### src/rtl/calc_serial_pkg.sv
// calc_serial_pkg: shared state encoding and widths for the serial window accumulator
package calc_serial_pkg;
  localparam int WIN_MAX = 256;
  localparam int CNT_W = 9;
  localparam int SUM_W = 11;
  localparam int SUM2_W = 14;
  typedef enum logic [1:0] {IDLE, CLEAR, ACCUM, DONE} state_t;
endpackage

### src/rtl/calc_serial_window_ctrl_if.sv
// calc_serial_window_ctrl_if: window request, sample stream and result handshake bundle
interface calc_serial_window_ctrl_if #(parameter int CNT_W = calc_serial_pkg::CNT_W);
  import calc_serial_pkg::*;
  logic start;
  logic [CNT_W-1:0] win_len;
  logic abort;
  logic [2:0] din;
  logic din_valid;
  logic din_ready;
  logic busy;
  logic res_valid;
  logic res_ready;
  logic [SUM_W-1:0] res_sum;
  logic [SUM2_W-1:0] res_sum2;
  logic [CNT_W-1:0] res_len;
  modport master (
    output start, win_len, abort, din, din_valid, res_ready,
    input din_ready, busy, res_valid, res_sum, res_sum2, res_len
  );
  modport slave (
    input start, win_len, abort, din, din_valid, res_ready,
    output din_ready, busy, res_valid, res_sum, res_sum2, res_len
  );
endinterface

### src/rtl/calc_serial_windowcalc.sv
// calc_serial_windowcalc: running sum and sum-of-squares of 3-bit samples, async active-low clear
module calc_serial_windowcalc import calc_serial_pkg::*; (
  input  logic              clk,
  input  logic              rst_n,
  input  logic              wable,
  input  logic [2:0]        wdata,
  output logic [SUM_W-1:0]  sum,
  output logic [SUM2_W-1:0] sum2
);
  always_ff @(posedge clk or negedge rst_n)
    if (!rst_n) begin
      sum <= '0;
      sum2 <= '0;
    end else if (wable) begin
      sum <= sum + SUM_W'(wdata);
      sum2 <= sum2 + SUM2_W'(wdata) * SUM2_W'(wdata);
    end
endmodule

### src/rtl/calc_serial_window_ctrl.sv
// calc_serial_window_ctrl: runs one accumulator window per start and presents the result via valid/ready
module calc_serial_window_ctrl #(
  parameter int WIN_MAX = calc_serial_pkg::WIN_MAX,
  parameter int CNT_W = calc_serial_pkg::CNT_W
) (
  input logic clk,
  input logic reset,
  calc_serial_window_ctrl_if.slave bus
);
  import calc_serial_pkg::*;
  localparam logic [CNT_W-1:0] LEN_MAX = CNT_W'(WIN_MAX);
  state_t state;
  logic [CNT_W-1:0] cnt, len;
  logic acc_rst_n, busy, din_ready, res_valid, wable;
  assign wable = bus.din_valid & din_ready;
  assign bus.din_ready = din_ready;
  assign bus.busy = busy;
  assign bus.res_valid = res_valid;
  assign bus.res_len = len;
  // acc_rst_n is a flop so the accumulator's async clear never glitches
  always_ff @(posedge clk)
    if (reset) begin
      state <= IDLE;
      cnt <= '0;
      len <= '0;
      acc_rst_n <= 1'b0;
      busy <= 1'b0;
      din_ready <= 1'b0;
      res_valid <= 1'b0;
    end else begin
      acc_rst_n <= 1'b1;
      case (state)
        IDLE: if (bus.start && bus.win_len != '0) begin
          state <= CLEAR;
          len <= (bus.win_len > LEN_MAX) ? LEN_MAX : bus.win_len;
          cnt <= '0;
          acc_rst_n <= 1'b0;
          busy <= 1'b1;
        end
        CLEAR: begin
          state <= ACCUM;
          din_ready <= 1'b1;
        end
        ACCUM: if (wable) begin
          cnt <= cnt + 1'b1;
          if (cnt == len - 1'b1) begin
            state <= DONE;
            din_ready <= 1'b0;
            res_valid <= 1'b1;
          end
        end
        DONE: if (bus.res_ready) begin
          state <= IDLE;
          res_valid <= 1'b0;
          busy <= 1'b0;
        end
        default: state <= IDLE;
      endcase
      if (bus.abort && state != IDLE) begin
        state <= IDLE;
        busy <= 1'b0;
        din_ready <= 1'b0;
        res_valid <= 1'b0;
      end
    end
  calc_serial_windowcalc u_calc (
    .clk(clk),
    .rst_n(acc_rst_n),
    .wable(wable),
    .wdata(bus.din),
    .sum(bus.res_sum),
    .sum2(bus.res_sum2)
  );
endmodule

### src/flat_wrapper.sv
// flat-port wrapper written by rule: the top's interface ports become plain ports
module calc_serial_window_ctrl_flat import calc_serial_pkg::*;
#(
  parameter int WIN_MAX = calc_serial_pkg::WIN_MAX,
  parameter int CNT_W = calc_serial_pkg::CNT_W
)
  (clk, reset, bus_start, bus_win_len, bus_abort, bus_din, bus_din_valid, bus_res_ready, bus_din_ready, bus_busy, bus_res_valid, bus_res_sum, bus_res_sum2, bus_res_len);
  calc_serial_window_ctrl_if #(.CNT_W(CNT_W)) bus_i ();
  input logic clk;
  input logic reset;
  input wire logic [$bits(bus_i.start)-1:0] bus_start;
  input wire logic [$bits(bus_i.win_len)-1:0] bus_win_len;
  input wire logic [$bits(bus_i.abort)-1:0] bus_abort;
  input wire logic [$bits(bus_i.din)-1:0] bus_din;
  input wire logic [$bits(bus_i.din_valid)-1:0] bus_din_valid;
  input wire logic [$bits(bus_i.res_ready)-1:0] bus_res_ready;
  output wire logic [$bits(bus_i.din_ready)-1:0] bus_din_ready;
  output wire logic [$bits(bus_i.busy)-1:0] bus_busy;
  output wire logic [$bits(bus_i.res_valid)-1:0] bus_res_valid;
  output wire logic [$bits(bus_i.res_sum)-1:0] bus_res_sum;
  output wire logic [$bits(bus_i.res_sum2)-1:0] bus_res_sum2;
  output wire logic [$bits(bus_i.res_len)-1:0] bus_res_len;
  assign bus_i.start = bus_start;
  assign bus_i.win_len = bus_win_len;
  assign bus_i.abort = bus_abort;
  assign bus_i.din = bus_din;
  assign bus_i.din_valid = bus_din_valid;
  assign bus_i.res_ready = bus_res_ready;
  assign bus_din_ready = bus_i.din_ready;
  assign bus_busy = bus_i.busy;
  assign bus_res_valid = bus_i.res_valid;
  assign bus_res_sum = bus_i.res_sum;
  assign bus_res_sum2 = bus_i.res_sum2;
  assign bus_res_len = bus_i.res_len;
  calc_serial_window_ctrl #(.WIN_MAX(WIN_MAX), .CNT_W(CNT_W)) u_core (.clk(clk), .reset(reset), .bus(bus_i));
endmodule
### config.mk
export PLATFORM = sky130hd
export DESIGN_NAME = calc_serial_window_ctrl_flat
export DESIGN_NICKNAME = d
export VERILOG_FILES = /design/src/rtl/calc_serial_pkg.sv /design/src/rtl/calc_serial_window_ctrl_if.sv /design/src/rtl/calc_serial_windowcalc.sv /design/src/rtl/calc_serial_window_ctrl.sv /design/src/flat_wrapper.sv
export SDC_FILE = /design/constraint.sdc
export NUM_CORES = 1
export LEC_CHECK = 0
export CELL_PAD_IN_SITES_DETAIL_PLACEMENT = 1
export CELL_PAD_IN_SITES_GLOBAL_PLACEMENT = 1
export CORE_MARGIN = 2
export CORE_UTILIZATION = 43
export CTS_CLUSTER_DIAMETER = 40
export DETAILED_ROUTE_END_ITERATION = 6
export HOLD_SLACK_MARGIN = 0.02
export PLACE_DENSITY = 0.95
export SETUP_SLACK_MARGIN = 0.05
export SYNTH_ARGS = -nofsm -noshare
export SYNTH_HDL_FRONTEND = slang
export SYNTH_HIERARCHICAL = 1
export SYNTH_SLANG_ARGS = --single-unit
### constraint.sdc
create_clock -name clk -period 5.6 [get_ports clk]
set_input_delay 1.12 -clock clk [delete_from_list [all_inputs] [get_ports clk]]
set_output_delay 1.12 -clock clk [all_outputs]
set_load 0.005 [all_outputs]
## Word-level counts from Yosys, hierarchy flattened

Index checks and enable logic that the tools add are counted.
Widths: inputs -> output; s select.

| word-level totals | value |
|---|---|
| register bits | 49 |
| output and inout port bits | 37 |

| cells by class | value |
|---|---|
| $add $sub $neg | 4 |
| multipliers | 1 |
| magnitude comparators | 1 |
| equal/unequal tests | 8 |
| muxes and demuxes | 20 |
| bitwise operators | 1 |
| reductions and logical operators | 16 |

Operators with widths:

| kind | number |
|---|---|
| $mux 9 | 3 |
| $pmux 9 s2 | 1 |
| $add 14x6->14 | 1 |
| $add 11x3->11 | 1 |
| $reduce_bool 2->1 | 5 |
| $add 9x1->9 const B | 1 |
| $eq 9x9->1 | 1 |
| $gt 9x9->1 const B | 1 |
| $reduce_and 3->1 | 3 |
| $reduce_bool 9->1 | 1 |
| $sub 9x1->9 const B | 1 |
| $mux 1 | 8 |
| $mux 2 | 4 |
| $pmux 2 s4 | 1 |
| $reduce_and 4->1 | 2 |
| $mul 3x3->6 | 1 |
| $pmux 1 s2 | 3 |
| $eq 2x2->1 const B | 2 |
| $ne 2x1->1 const B | 2 |
| $ne 2x2->1 const B | 2 |
| $eq 2x1->1 const B | 1 |
| $logic_and 1x1->1 | 2 |
| $logic_not 2->1 | 1 |
| $reduce_and 2->1 | 1 |
| other kinds (2) | 2 |

## Logic depth before layout (Yosys ltp)

Gate-level depths: netlist (run 1).

| logic depth | value |
|---|---|
| depth after elaboration | 5 |
| mapped depth | 9 |
| depth with buffers taken out | 9 |

## Cells and area by module

The synthesis (run 1) kept the hierarchy.

By module, submodules not included:

| module | instances | cells an instance | area each (um^2) | sequential area each (um^2) |
|---|---|---|---|---|
| calc_serial_windowcalc | 1 | 116 | 1380.1 | 625.6 |
| calc_serial_window_ctrl | 1 | 147 | 1303.8 | 480.5 |

## Worst setup path after synthesis (run 1)

No wires, ideal clock.

| timing path | value |
|---|---|
| path kind | input to register |
| start | input bus_din[0] |
| end | register u_core.u_calc.sum2[11] |
| setup time | 0.132 ns |
| data arrival time | 2.580 ns |
| data required time | 5.468 ns |
| path slack | 2.888 ns |
| cell stages on the path | 7 |
| path through | and2_1 -> ha_1 -> ha_1 -> a211o_2 -> a21oi_4 -> nor3_1 -> xor2_1 |

| between the ends | value |
|---|---|
| cells in the longest elaborated chain, start to end | 2 |

Ends and longest elaborated chain:

| what | RTL line | text |
|---|---|---|
| from (decl) | flat_wrapper.sv:14 | `input wire logic [$bits(bus_i.din)-1:0] bus_din;` |
| $mul 3x3->6 | calc_serial_windowcalc.sv:16 | `sum2 <= sum2 + SUM2_W'(wdata) * SUM2_W'(wdata);` |
| $add 14x6->14 | calc_serial_windowcalc.sv:16 |  |
| to (signal assigned) | calc_serial_windowcalc.sv:16 |  |
| to (decl) | calc_serial_windowcalc.sv:8 | `output logic [SUM2_W-1:0] sum2` |

Every way passes these cells.
A chain may end at the register's enable or synchronous reset.

## Worst setup path after layout (run 1)

| timing path | value |
|---|---|
| start | input bus_din_valid |
| end | register u_core.cnt[5] |

| between the ends | value |
|---|---|
| cells in the longest elaborated chain, start to end | 3 |

Ends and longest elaborated chain:

| what | RTL line | text |
|---|---|---|
| from (decl) | flat_wrapper.sv:15 | `input wire logic [$bits(bus_i.din_valid)-1:0] bus_din_valid;` |
| $and 1x1->1 | calc_serial_window_ctrl.sv:15 | `assign wable = bus.din_valid & din_ready;` |
| via u_core.wable | calc_serial_window_ctrl.sv:14 | `logic acc_rst_n, busy, din_ready, res_valid, wable;` |
| $ne 2x2->1 (no source line) | n/a |  |
| $reduce_and 3->1 (no source line) | n/a |  |
| to (signal assigned) | calc_serial_window_ctrl.sv:45 | `cnt <= cnt + 1'b1;` |
| to (decl) | calc_serial_window_ctrl.sv:13 | `logic [CNT_W-1:0] cnt, len;` |

The timed path passes the listed nets, and every way through them passes these cells.

==> results of run 1 <==
## layer usage
metal	up-vias	global-route usage, %	share of wire [%]
met3	14	2.88	2.8
met4	0	7.00	2.1
met5	-	0	0
li1	1040	-	-
met1	1070	24.8	44
met2	52	36.6	51
## layout make-up
cell class	instances	area (µm²)	share of cell area, %
multi-input cells	202	1520	45.0
flip-flops and latches	49	1110	32.6
repair buffers	54	541	16.0
well taps	75	93.8	2.77
clock buffers	5	68.8	2.03
inverters	9	33.8	0.997
clock inverters	3	21.3	0.628
## metrics by stage
| stage | worst slack [ns] | std cells |
|---|---|---|
| finish | 2.27 | 397 |
| global route | 2.09 | 397 |
| CTS | 2.31 | 397 |
| detailed placement | 2.01 | 389 |
| global placement | 2.14 | 389 |
| floorplan | 2.89 | 263 |
## synth_stat cells (all sizes together), types with 6 or more instances
master,instances
nor2,26
dfrtp,25
dfxtp,24
nand2,20
xor2,20
xnor2,19
ha,17
a21oi,11
inv,9
mux2,7
a22o,6
and2,6
nand3,6
o21ai,6
## sequential cells by signal (all words and copies together) (netlist names)
name and cells:
u_core/bus.res_valid 1, u_core/acc_rst_n 1, u_core/bus.din_ready 1, u_core/bus.busy 1, u_core/cnt 9, u_core/u_calc/sum 11
u_core/u_calc/sum2 14, u_core/state 2, u_core/bus.res_len 9
## critical path, cell delays in order
cell and delay, ns:
clkdlybuf4s50_1 0.47, and2_1 0.68, mux2i_1 0.21, a21oi_1 0.36, and4_1 0.32, nand3_1 0.12
xor2_1 0.19, nor2_1 0.06
## report_power, final
| part | switching, mW | internal, mW | total, mW |
|---|---|---|---|
| Sequential | 0.0932 | 0.419 | 0.512 |
| Clock | 0.125 | 0.0888 | 0.214 |
| Combinational | 0.288 | 0.314 | 0.602 |
## logic make-up after synthesis
kind of cell	share of synthesized area (%)
and+or+nand+nor	18.4
muxes	4.43
adders and majority gates	8.67
xor gates and xnor gates	12.7
buffers and inverters	2.00
AOI/OAI and AO/OA	12.6
DFF	41.2
## layout by cell type, fill, tap and decap left out, drive strengths merged, types with 4 or more instances in the layout
cell / n
clkbuf: 5
nor2: 26
a21oi: 11
o21ai: 6
and2: 6
nand3: 6
dfxtp: 24
a22o: 6
nor3: 5
nand2: 20
dfrtp: 25
nor2b: 4
xnor2: 19
nand4: 5
inv: 10
ha: 17
mux2: 7
mux2i: 4
a21o: 4
xor2: 20
clkdlybuf4s50: 54
## worst paths after layout
| kind | startpoint | endpoint | slack [ns] | cells after the start |
|---|---|---|---|---|
| max | bus_din_valid | u_core/cnt[5] | 2.27 | 8 |
| min | u_core/acc_rst_n | u_core/u_calc/sum2[13] | 0.44 | 0 |
| max reg2reg | u_core/bus.din_ready | u_core/cnt[5] | 3.20 | 7 |
| min reg2reg | u_core/acc_rst_n | u_core/u_calc/sum2[13] | 0.44 | 0 |
| max in group asynchronous | u_core/acc_rst_n | u_core/u_calc/sum[7] | 4.48 | 0 |
| min in group clk | u_core/u_calc/sum2[13] | u_core/u_calc/sum2[13] | 0.48 | 1 |
==> impl_metrics.toml, run 1 <==
[clocking]
cts_sinks = 49
cts_root_buffer = "clkbuf_8"
cts_tree = "built"
cts_hold_buf = 0
clock_latency_ns = 0.31
cts.path.max_buffers = 2
cts_buffers = 5
cts_setup_buffers = 0
clk_pin_slew_ns = 0.10
htree_levels = 2
cts_resized = 0

[sta]
worst_hold_slack_ns = 0.443
min_period_ns = 3.33
worst_pin_slew_ns = 1.12
finalHoldViolations = 0
finalCritPeriodShare_pct = 59.5
relSlewSlack_pct = 25.3
fin_skew_ns = 0.00824
fmax_mhz = 300
tns_ns = 0
rsz0062_at_grt = "no"
slew_violations = 0
setup_viol = 0

[grt]
grt_pass1_wl_mm = 11.5
grt_max_degree = 26
overflow = 0
antenna_found_initial = 0
grt_usage_pct = 20.3
grt_pass1_vias = 2387

[place]
dp_hpwl_mm = 5.11
placed_area_mm2 = 0.00330
gp_congestion = 0.786
io_buffers = 54

[run_status]
status = "finished clean"

[route]
routedWlPerCell_um = 17.1
vias_per_cell = 5.48
drt_iter0_markers = 62
drc_errors = 0
drt-total-wl_mm = 6.80
dr_total_vias = 2176
drt_first_pass_iters = 4
ant_nets = 0

[cells_and_area]
final_util_pct = 56.6
fill_cells = 675
area_delta_synth_final_pct = 26.2
nets = 357
drive_gt1_share_pct = 9.63
finish.instance_area_mm2 = 0.00339
antenna_cells = 0

[logic_synthesis]
synth-edff-count = 0
postSynthCellCount = 263
ys_seq_elements = 49
yosys.area.top_type = "dfrtp_1"
yosysWarnings = 6
synth_flop_cell = "dfrtp_1"
yosysTopAreaCellShare_pct = 23.3
synth_nets = 299
avgSynthCellArea_um2 = 10.2
async_flop_share_pct = 51.0
ys_seq_area_share_pct = 41.2
ys_types = 55
synthesis.area_mm2 = 0.00268
synth_area_leaders = "dfrtp_1 23%, dfxtp_1 18%, ha_1 7.9%, xor2_1 6.5%, xnor2_1 6.2%"

[critical_path]
end_kind = "flip-flop"
crit_type = "in -> reg"
cp.required_ns = 5.80
worst_setup_path_start_kind = "input pin"
cp.arrival_ns = 3.53
path_max_fanout = 20

[die]
placementRows = 28
dieWidth_um = 83
ios = 55
die_h_um = 83
initial_utilization_pct = 44.8
die-area_mm2 = 0.00689
core-area_mm2 = 0.00599

[power_and_ir_drop]
peakVddDrop_mv = 0.204
pwr_density_cell_mw_per_mm2 = 392
p_leak_nw = 1.42
power.total_mw = 1.33

[flow_run]
maxCapViolCount = 0

[min_path]
min_path_type = "reg -> async"
Note: power is estimated with default switching activity, not from simulation.
==> inputs of run 2 (changes only) <==
--- a/config.mk
+++ b/config.mk
@@ -8,11 +8,11 @@
 export CELL_PAD_IN_SITES_DETAIL_PLACEMENT = 1
 export CELL_PAD_IN_SITES_GLOBAL_PLACEMENT = 1
 export CORE_MARGIN = 2
-export CORE_UTILIZATION = 43
+export CORE_UTILIZATION = 39
 export CTS_CLUSTER_DIAMETER = 40
 export DETAILED_ROUTE_END_ITERATION = 6
 export HOLD_SLACK_MARGIN = 0.02
-export PLACE_DENSITY = 0.95
+export PLACE_DENSITY = 0.9
 export SETUP_SLACK_MARGIN = 0.05
 export SYNTH_ARGS = -nofsm -noshare
 export SYNTH_HDL_FRONTEND = slang
==> constraint.sdc (replaced) <==
create_clock -name clk -period 3.3 [get_ports clk]
set_input_delay 0.66 -clock clk [delete_from_list [all_inputs] [get_ports clk]]
set_output_delay 0.66 -clock clk [all_outputs]
set_load 0.005 [all_outputs]
==> run 2 against run 1 <==
Against the previous run:
- clock skew grew 0.00069 ns
- worst hold slack gained 0.0038 ns
- die area increased by 9.8%
- sequential cell count did not move
- design area rose by 0.44%
- setup slack got worse by 1.6 ns
- via count down 2.1%
- routed wire length decreased by 9.7%
- critical path type unchanged
- largest power group unchanged
- highest routed layer unchanged
==> impl_metrics.toml, run 2 (synthesized netlist as in run 1, its figures left out) <==
[sta]
worst_hold_slack_ns = 0.447
finalCritPeriodShare_pct = 80.5
relSlewSlack_pct = 24.2
rsz0062_at_grt = "no"
setup_viol = 0
fmax_mhz = 376
fin_skew_ns = 0.00893
slew_violations = 0
worst_pin_slew_ns = 1.14
min_period_ns = 2.66
finalHoldViolations = 0
tns_ns = 0

[cells_and_area]
final_common_cell = "clkdlybuf4s50_1"
drive_gt1_share_pct = 9.91
nets = 358
antenna_cells = 0
top_register = "u_core/u_calc/sum2"
final_cell_mix = "54 x clkdlybuf4s50_1, 26 x nor2_1, 25 x dfrtp_1, 24 x dfxtp_1"
reg_top3 = "u_core/u_calc/sum2: 14 flops, u_core/u_calc/sum: 11 flops"
area_delta_synth_final_pct = 26.8
largest_register_ffs = 14

[power_and_ir_drop]
peakVddDrop_mv = 0.279
power.total_mw = 2.23
pwr_density_cell_mw_per_mm2 = 655
p_leak_nw = 1.43

[die]
initial_utilization_pct = 39.9
die_h_um = 87.0
dieWidth_um = 87.0
die-area_mm2 = 0.00756
placementRows = 30
core-area_mm2 = 0.00672
ios = 55

[clocking]
cts_hold_buf = 0
cts_resized = 0
clock_latency_ns = 0.31
cts.path.max_buffers = 2
cts_tree = "built"
clk_pin_slew_ns = 0.10
cts_root_buffer = "clkbuf_8"
cts_buffers = 5
cts_sinks = 49
htree_levels = 2
cts_setup_buffers = 0

[grt]
grt_pass1_wl_mm = 10.5
grt_max_degree = 26
overflow = 0
grt_usage_pct = 17.3
grt_pass1_vias = 2335
antenna_found_initial = 0

[critical_path]
slowest_delay_ns = 0.53
crit_type = "in -> reg"
path_max_fanout = 6
end_kind = "flip-flop"
worst_setup_path_start_kind = "input pin"
path_cells = "clkdlybuf4s50_1, nor2b_1, ha_1, a21o_1, ha_1, a211o_2, a21oi_4, nor3_1, xor2_1"
cp_slowest_cell = "clkdlybuf4s50_1"
cpMostUsedCell = "ha_1"
crit_buf_inv = 1
cp.required_ns = 3.49
cpLargestDelayFamily = "compound AO/OA/AOI/OAI gates"
cp.arrival_ns = 2.85

[place]
io_buffers = 54
gp_congestion = 0.789
dp_hpwl_mm = 4.84

[route]
dr_total_vias = 2130
drc_errors = 0
drt_iter0_markers = 58
ant_nets = 0
drt_first_pass_iters = 4
routedWlPerCell_um = 15.2
vias_per_cell = 5.29
drt-total-wl_mm = 6.14

[min_path]
min_path_type = "reg -> async"

[flow_run]
maxCapViolCount = 0

[run_status]
status = "finished clean"
==> run 2: cell types whose count changed in the layout (fill, tap and decap cells not counted) <==
cell        previous run  this run
clkinv_4               0         2
clkinvlp_4             1         0
inv_6                  1         0
buf_4                  0         1
==> run 2: path summary, 6_finish.rpt <==
kind / slack [ns] / end / start / cells after the start
setup / recovery: 0.64 / u_core/u_calc/sum2[11] / bus_din[1] / 9
hold / removal: 0.45 / u_core/u_calc/sum2[13] / u_core/acc_rst_n / 0
setup reg to reg: 0.95 / u_core/bus.res_valid / u_core/bus.res_len[0] / 9
hold reg to reg: 0.45 / u_core/u_calc/sum2[13] / u_core/acc_rst_n / 0
max in group asynchronous: 2.17 / u_core/u_calc/sum[5] / u_core/acc_rst_n / 0
min in group clk: 0.48 / u_core/u_calc/sum2[13] / u_core/u_calc/sum2[13] / 1
==> run 2: layer usage <==
| metal | wire length (µm) | track usage (%) | share of wire, % |
|---|---|---|---|
| met5 | 0 | 0 | 0 |
| met4 | 130 | 5.82 | 2.1 |
| met3 | 214 | 2.94 | 3.5 |
| met2 | 2940 | 31.4 | 48 |
| met1 | 2850 | 20.6 | 46 |
==> run 2: report_power, final <==
part           total, mW  internal (mW)  leakage (nW)  switching (mW)
logic               1.00          0.535         0.862           0.468
registers          0.867          0.711         0.519           0.155
clock network      0.359          0.151        0.0481           0.208
==> run 2: area by class of cell <==
| type | count | area (µm²) |
|---|---|---|
| timing repair buffer | 55 | 548 |
| multi-input combinational | 202 | 1520 |
| clock buffer | 5 | 68.8 |
| sequential | 49 | 1110 |
| clock inverter | 3 | 22.5 |
| tap | 80 | 100 |
| inverter | 9 | 33.8 |
| fill | 771 | 3320 |
==> run 2: through the flow <==
stage	std cells	utilization, %	setup WS (ns)	cell area, µm²
floorplan	263	-	1.05	2680
global placement	395	49.3	0.398	3310
detailed placement	395	49.3	0.319	3310
CTS	403	50.7	0.647	3400
global route	403	50.7	0.517	3400
finish	403	50.7	0.643	3400
